[config.mk]
export PLATFORM = sky130hd
export DESIGN_NAME = load_store_unit
export DESIGN_NICKNAME = d
export VERILOG_FILES = /design/src/rtl/load_store_unit.sv
export SDC_FILE = /design/constraint.sdc
export NUM_CORES = 1
export LEC_CHECK = 0
export CORE_MARGIN = 4
export CORE_UTILIZATION = 46
export CTS_CLUSTER_DIAMETER = 120
export CTS_CLUSTER_SIZE = 12
export DETAILED_ROUTE_END_ITERATION = 8
export PLACE_DENSITY = 0.82
export RECOVER_POWER = 100
export SYNTH_ARGS = -nofsm -noshare
export SYNTH_HDL_FRONTEND = slang
export SYNTH_SLANG_ARGS = --single-unit
[constraint.sdc]
create_clock -name clk -period 8.8 [get_ports clk]
set_input_delay 1.32 -clock clk [delete_from_list [all_inputs] [get_ports clk]]
set_output_delay 1.32 -clock clk [all_outputs]
set_load 0.005 [all_outputs]
[src/rtl/load_store_unit.sv]
// Data-memory access unit: one load/store per request over a req/ack bus with byte enables.
// Optional macro MISALIGN_TRAP_EN makes misaligned accesses fault instead of reaching memory.
module load_store_unit #(
    parameter int WORDSIZE   = 64,
    parameter int ADDR_WIDTH = 64
) (
    input  logic                  clk,
    input  logic                  rst,
    input  logic                  req,
    input  logic                  we,
    input  logic [2:0]            funct3,
    input  logic [ADDR_WIDTH-1:0] addr,
    input  logic [WORDSIZE-1:0]   wdata,
    output logic                  busy,
    output logic                  done,
    output logic                  err,
    output logic [WORDSIZE-1:0]   rdata,
    output logic                  mem_req,
    output logic                  mem_we,
    output logic [ADDR_WIDTH-1:0] mem_addr,
    output logic [63:0]           mem_wdata,
    output logic [7:0]            mem_be,
    input  logic [63:0]           mem_rdata,
    input  logic                  mem_ack
);

    typedef enum logic [1:0] {
        IDLE,
        ISSUE,
        DONE,
        FAULT
    } state_t;

    state_t state, next_state;

    logic       we_q;
    logic [2:0] funct3_q;
    logic [2:0] off_q;

    logic [15:0] be_wide;
    logic [7:0]  be_base;
    logic        invalid;
    logic        misaligned;
    logic [63:0] lane_data;
    logic [63:0] load_ext;

    // Request decode: byte enables may shift past lane 7; only the low byte is kept.
    always_comb begin
        be_base = 8'h00;
        case (funct3[1:0])
            2'd0: be_base = 8'h01;
            2'd1: be_base = 8'h03;
            2'd2: be_base = 8'h0F;
            2'd3: be_base = 8'hFF;
            default: be_base = 8'h00;
        endcase
        be_wide = {8'h00, be_base} << addr[2:0];

        misaligned = 1'b0;
`ifdef MISALIGN_TRAP_EN
        case (funct3[1:0])
            2'd1: misaligned = addr[0];
            2'd2: misaligned = (addr[1:0] != 2'b00);
            2'd3: misaligned = (addr[2:0] != 3'b000);
            default: misaligned = 1'b0;
        endcase
`endif
        invalid = (funct3 == 3'b111) || (we && funct3[2]) || misaligned;
    end

    always_comb begin
        lane_data = mem_rdata >> {off_q, 3'b000};
        load_ext  = '0;
        case (funct3_q)
            3'b000: load_ext = {{56{lane_data[7]}}, lane_data[7:0]};
            3'b001: load_ext = {{48{lane_data[15]}}, lane_data[15:0]};
            3'b010: load_ext = {{32{lane_data[31]}}, lane_data[31:0]};
            3'b011: load_ext = lane_data;
            3'b100: load_ext = {56'd0, lane_data[7:0]};
            3'b101: load_ext = {48'd0, lane_data[15:0]};
            3'b110: load_ext = {32'd0, lane_data[31:0]};
            default: load_ext = '0;
        endcase
    end

    always_ff @(posedge clk or posedge rst) begin
        if (rst) begin
            state <= IDLE;
        end else begin
            state <= next_state;
        end
    end

    always_comb begin
        next_state = state;
        busy       = (state != IDLE);
        done       = (state == DONE) || (state == FAULT);
        err        = (state == FAULT);
        case (state)
            IDLE:    if (req) next_state = invalid ? FAULT : ISSUE;
            ISSUE:   if (mem_ack) next_state = DONE;
            DONE:    next_state = IDLE;
            FAULT:   next_state = IDLE;
            default: next_state = IDLE;
        endcase
    end

    always_ff @(posedge clk or posedge rst) begin
        if (rst) begin
            we_q      <= 1'b0;
            funct3_q  <= '0;
            off_q     <= '0;
            rdata     <= '0;
            mem_req   <= 1'b0;
            mem_we    <= 1'b0;
            mem_addr  <= '0;
            mem_wdata <= '0;
            mem_be    <= '0;
        end else begin
            case (state)
                IDLE: begin
                    if (req) begin
                        we_q     <= we;
                        funct3_q <= funct3;
                        off_q    <= addr[2:0];
                        if (!invalid) begin
                            mem_req   <= 1'b1;
                            mem_we    <= we;
                            mem_addr  <= {addr[ADDR_WIDTH-1:3], 3'b000};
                            mem_wdata <= wdata << {addr[2:0], 3'b000};
                            mem_be    <= be_wide[7:0];
                        end
                    end
                end
                ISSUE: begin
                    if (mem_ack) begin
                        mem_req   <= 1'b0;
                        mem_we    <= 1'b0;
                        mem_addr  <= '0;
                        mem_wdata <= '0;
                        mem_be    <= '0;
                        if (!we_q) rdata <= load_ext;
                    end
                end
                default: ;
            endcase
        end
    end

endmodule

==> results of run 1 <==
## state kept, by name (all words and copies together), names as in the netlist
signal	count
funct3_q	3
mem_addr	61
mem_be	8
mem_req	1
mem_wdata	64
mem_we	1
off_q	3
rdata	64
state	2
we_q	1
## layer usage
metal	GRT usage, %	vias up
met5	0	-
met4	13.0	0
met3	9.28	107
met2	49.2	646
met1	36.8	5086
li1	-	4644
## layout make-up
type / instances / area [um2]
antenna: 4 / 10.0
clock inverter: 2 / 17.5
fill: 1943 / 8460
tap: 324 / 405
multi-input combinational: 743 / 5610
inverter: 17 / 71.3
timing repair buffer: 414 / 4080
sequential: 208 / 5210
clock buffer: 23 / 533
## where the power goes
| group | switching (uW) | leakage, uW | internal [uW] |
|---|---|---|---|
| registers | 308 | 0.00267 | 1350 |
| clock network | 368 | 0.000270 | 428 |
| logic | 1190 | 0.00416 | 1190 |
## worst min path at each step
stage	end	cells after the start	slack, ns	start
detailed placement	rdata[14]	2	0.47	rdata[14]
finish	rdata[0]	2	0.47	rdata[0]
global placement	mem_wdata[62]	2	0.46	mem_wdata[62]
floorplan	rdata[12]	2	0.47	rdata[12]
CTS	rdata[14]	2	0.48	rdata[14]
global route	mem_wdata[48]	2	0.50	mem_wdata[48]
## placed cells by master (no fill, tap or decap), types with 5 or more instances in the layout
cell type / instances
nor2_1: 19
clkdlybuf4s50_1: 192
a22oi_1: 5
or3_1: 11
a211oi_1: 26
o22a_1: 5
a22o_1: 96
dlygate4sd3_1: 206
nor2b_1: 26
a31oi_1: 7
a21oi_1: 43
clkbuf_1: 7
mux4_2: 28
o221ai_1: 9
buf_4: 9
clkbuf_16: 21
nand2_1: 127
o22ai_1: 24
dfrtp_1: 207
a2111oi_0: 5
nor3_1: 8
mux2i_1: 108
mux2_2: 34
nand2b_1: 8
a221o_1: 8
inv_1: 16
o21ai_0: 111
## through the flow
step           setup slack [ns]  cell area [um2]
2_1_floorplan              1.80            11400
4_1_cts                    4.90            16000
5_1_grt                    2.42            15900
3_3_place_gp               4.51            15400
6_report                   2.97            15900
3_5_place_dp               4.40            15400
## cells by family (layout without fill, tap and decap cells)
kind of cell    after synthesis  count (layout)  share of synthesized area (%)
compound gates              360             360                           22.3
other cells                   1               7                         0.0329
simple gates                209             209                           8.59
flops                       208             208                           45.6
buf+inv                     121             456                           4.95
mux                         171             171                           18.5
## worst max-delay path: stages, from the launching register on
cell	delay, ns
dfrtp_1	1.10
clkbuf_1	1.91
o221ai_1	0.49
o221a_4	0.28
a2111oi_0	0.51
clkbuf_1	1.13
a21oi_1	0.18
==> results_dict.tcl, run 1 <==
set metrics [dict create \
    htreeDepth 1 \
    clock.fmax_ghz 0.172 \
    synth_cell_types 50 \
    antenna_found_initial 5 \
    drt_iter0_drc 1027 \
    ys_top_cells_by_count "dfrtp_1 (208), nand2_1 (127), mux2i_1 (108)" \
    cts_tree "done" \
    ir_drop_uv 164 \
    r2r_slack_ns 2.97 \
    wl_met2_mm 20.2 \
    syn_inst 1070 \
    holdWs_ns 0.473 \
    required_ns 9.09 \
    viasPerCell 6.04 \
    dp_hpwl_mm 31.3 \
    syn_area_um2 11400 \
    clock_skew_ns 0.0255 \
    core_area_um2 24400 \
    num_vias 10500 \
    syn_to_final_growth_pct 39.7 \
    drive_above_1_share_pct 8.10 \
    wl_mm 42.8 \
    wl_met3_mm 4.69 \
    synth_seq_cells 208 \
    drcViolationCount 0 \
    endpoint "rdata[58]" \
    insertion_delay_ns 0.51 \
    worst_pin_slew_ns 3.48 \
    startpoint "off_q[0]" \
    fin_setup_tns_ns 0 \
    netlist.top_cell.by_area "dfrtp_1" \
    die_h_um 165 \
    grt_remaining_overflow 0 \
    met1_length_mm 15.9 \
    endpoint_kind "flop" \
    ios 405 \
    arrival_ns 6.12 \
    grt_pass1_wl_mm 62.9 \
    rr_worst_depth 6 \
    maxCapViolCount 5 \
    async_flop_share_pct 100 \
    hold_viol 0 \
    path_class "reg -> reg" \
    ant_nets 0 \
    p_leak_uw 0.00710 \
    yosys_warnings 0 \
    start_util_pct 46.8 \
    dieArea_um2 27400 \
    std_cell_rows 57 \
    clkSinkCount 208 \
    total_power_uw 4830 \
    layout.nets 1605 \
    start_kind "flop" \
    fin_crit_sh_pct 66.2 \
    synth_ff_type "dfrtp_1" \
    ys_seq_area_share_pct 45.6 \
    ys_top_cells_by_area "dfrtp_1 (46%), mux2i_1 (9.5%), a22o_1 (7.4%)" \
    clockBufferDepth 3 \
    synth.most_common_cell "dfrtp_1" \
    ctsHoldBuffers 0 \
    grt_usage_pct 30.0 \
    setup_viol 0 \
    place_inst 1706 \
    reg2reg_from "off_q[0]" \
    crit_fanout 57 \
    slew_headroom_pct -132 \
    rsz0062_at_grt "no" \
    synth_edf_count 0 \
    wl_per_cell_um 24.6 \
    grt_max_degree 147 \
    post-route-min-period_ns 5.83 \
    failed_checks "capacitance limit, slew limit" \
    status "finished with violations" \
    finalNonFillerCells 1735 \
    r2r_end "rdata[58]" \
    hold_class "reg -> reg" \
    cts_buffers 21 \
    cts_resized 0 \
    slew_violations 235 \
    highest_layer "met4" \
    numPortBuffers 401 \
    place_congestion 0.942 \
    die_w_um 165 \
    grt_pass1_vias 10500 \
    clkTransAtPathRegs_ns 0.07 \
    final_util_pct 65.3 \
    cts-root-buf "clkbuf_16" \
    synth_largest_type_area_fraction_pct 45.6 \
    power_density_nw_per_um2 303 \
    first_pass_iters 6 \
    avgSynthCellArea_um2 10.7 \
    post-cts-setup-buffers 0 \
]
(Power assumes the default switching activity.)
==> run 2, diff against run 1 <==
==> constraint.sdc (replaced) <==
create_clock -name clk -period 6 [get_ports clk]
set_input_delay 0.9 -clock clk [delete_from_list [all_inputs] [get_ports clk]]
set_output_delay 0.9 -clock clk [all_outputs]
set_load 0.005 [all_outputs]
==> results_dict.tcl, run 2 (same netlist as run 1, synthesis figures left out) <==
set metrics [dict create \
    p_leak_uw 0.00711 \
    cts_buffers 21 \
    rsz0062_at_grt "no" \
    wl_mm 42.4 \
    numPortBuffers 401 \
    grt_remaining_overflow 0 \
    setup_viol 0 \
    cts_resized 0 \
    failed_checks "capacitance limit, slew limit" \
    post-cts-setup-buffers 0 \
    clkSinkCount 208 \
    largestRegisters "mem_wdata (64), rdata (64), mem_addr (61)" \
    p_int_uw 4340 \
    insertion_delay_ns 0.51 \
    slew_violations 247 \
    place_inst 1707 \
    start_kind "primary input" \
    hold_class "reg -> reg" \
    endpoint_kind "flop" \
    clock_skew_ns 0.0298 \
    power_density_nw_per_um2 442 \
    fin_crit_sh_pct 76.3 \
    die_h_um 165 \
    crit_chain "dlygate4sd3_1 > a21o_1 > a2111oi_4 > clkbuf_1 > a22o_1" \
    clock.fmax_ghz 0.218 \
    p_seq_share_pct 34.5 \
    slew_headroom_pct -111 \
    finalNonFillerCells 1739 \
    viasPerCell 6.03 \
    cts-root-buf "clkbuf_16" \
    max_stage_delay_ns 2.25 \
    drive_above_1_share_pct 8.10 \
    drt_iter0_drc 981 \
    hold_viol 0 \
    clkTransAtPathRegs_ns 0.06 \
    antenna_found_initial 7 \
    clockBufferDepth 3 \
    first_pass_iters 5 \
    worst_pin_slew_ns 3.16 \
    grt_pass1_vias 10600 \
    syn_to_final_growth_pct 39.8 \
    combPwrFrac_pct 49.1 \
    start_util_pct 46.8 \
    ctsHoldBuffers 0 \
    grt_pass1_wl_mm 63.0 \
    wl_per_cell_um 24.4 \
    maxCapViolCount 4 \
    final_util_pct 65.4 \
    num_vias 10500 \
    grt_usage_pct 30.0 \
    arrival_ns 4.99 \
    fin_setup_tns_ns 0 \
    slowest_stage "clkbuf_1" \
    drcViolationCount 0 \
    final_cell_mix "dfrtp_1 (206), dlygate4sd3_1 (206), clkdlybuf4s50_1 (192)" \
    core_area_um2 24400 \
    p_clk_share_pct 16.4 \
    required_ns 6.41 \
    htreeDepth 1 \
    total_power_uw 7050 \
    ios 405 \
    switching_share_pct 38.4 \
    grt_max_degree 137 \
    dieArea_um2 27400 \
    path_class "in -> reg" \
    std_cell_rows 57 \
    die_w_um 165 \
    ant_nets 0 \
    post-route-min-period_ns 4.58 \
    p_sw_uw 2710 \
    status "finished with violations" \
    cts_tree "done" \
    dp_hpwl_mm 31.3 \
    layout.nets 1606 \
    crit_fanout 71 \
    ir_drop_uv 230 \
    place_congestion 0.998 \
]
[run 2: cell types whose count changed in the layout (fill, tap and decap cells not counted), sizes merged]
cell	change
buf	+3
clkbuf	-2
clkinvlp	+1
diode	+3
inv	-1
[run 2: final timing paths]
| check | depth (start not counted) | end | start | slack [ns] |
|---|---|---|---|---|
| min in group asynchronous | 2 | mem_wdata[62] | rst | 1.05 |
| worst min register to register | 2 | rdata[9] | rdata[9] | 0.47 |
| worst max register to register | 6 | rdata[20] | off_q[0] | 1.49 |
| worst min-delay path | 2 | rdata[9] | rdata[9] | 0.47 |
| worst max-delay path | 5 | mem_addr[22] | funct3[1] | 1.42 |
| max in group asynchronous | 3 | mem_addr[37] | rst | 3.71 |
[run 2: per-stage QoR]
step	instance area [um2]	setup WS, ns	hold WS (ns)
after floorplan	11400	2.40	0.470
after global placement	15500	2.12	0.461
after detailed placement	15500	2.01	0.465
after CTS	16000	2.53	0.480
after global routing	15900	1.16	0.499
final	15900	1.42	0.473
[run 2: power by group through the flow]
| stage | combinational [uW] | clock (uW) | sequential (uW) |
|---|---|---|---|
| finish | 3460 | 1150 | 2440 |
| global route | 3730 | 1240 | 2510 |
| CTS | 3700 | 1190 | 2450 |
| detailed placement | 3690 | 0 | 2450 |
| global placement | 3610 | 0 | 2450 |
| floorplan | 1900 | 0 | 2350 |
[run 2: cell type report]
type                    instances  area, um2
multi-input cells             743       5590
diodes                          7       17.5
repair buffers                415       4110
flip-flops and latches        208       5210
fillers                      1949       8450
well taps                     324        405
inverters                      17       65.1
clock buffers                  23        533
clock inverters                 2       17.5
[run 2: critical path: cells and delay by family]
family,cells,cell delay (ns)
compound gates,3,1.07
buf+inv,2,2.96
[run 2: metal layers]
metal	up-vias	share of wire, %	track usage [%]
li1	4650	-	-
met1	5099	38	37.4
met2	616	47	48.2
met3	118	10	9.06
met4	0	5.0	13.7
met5	-	0	0
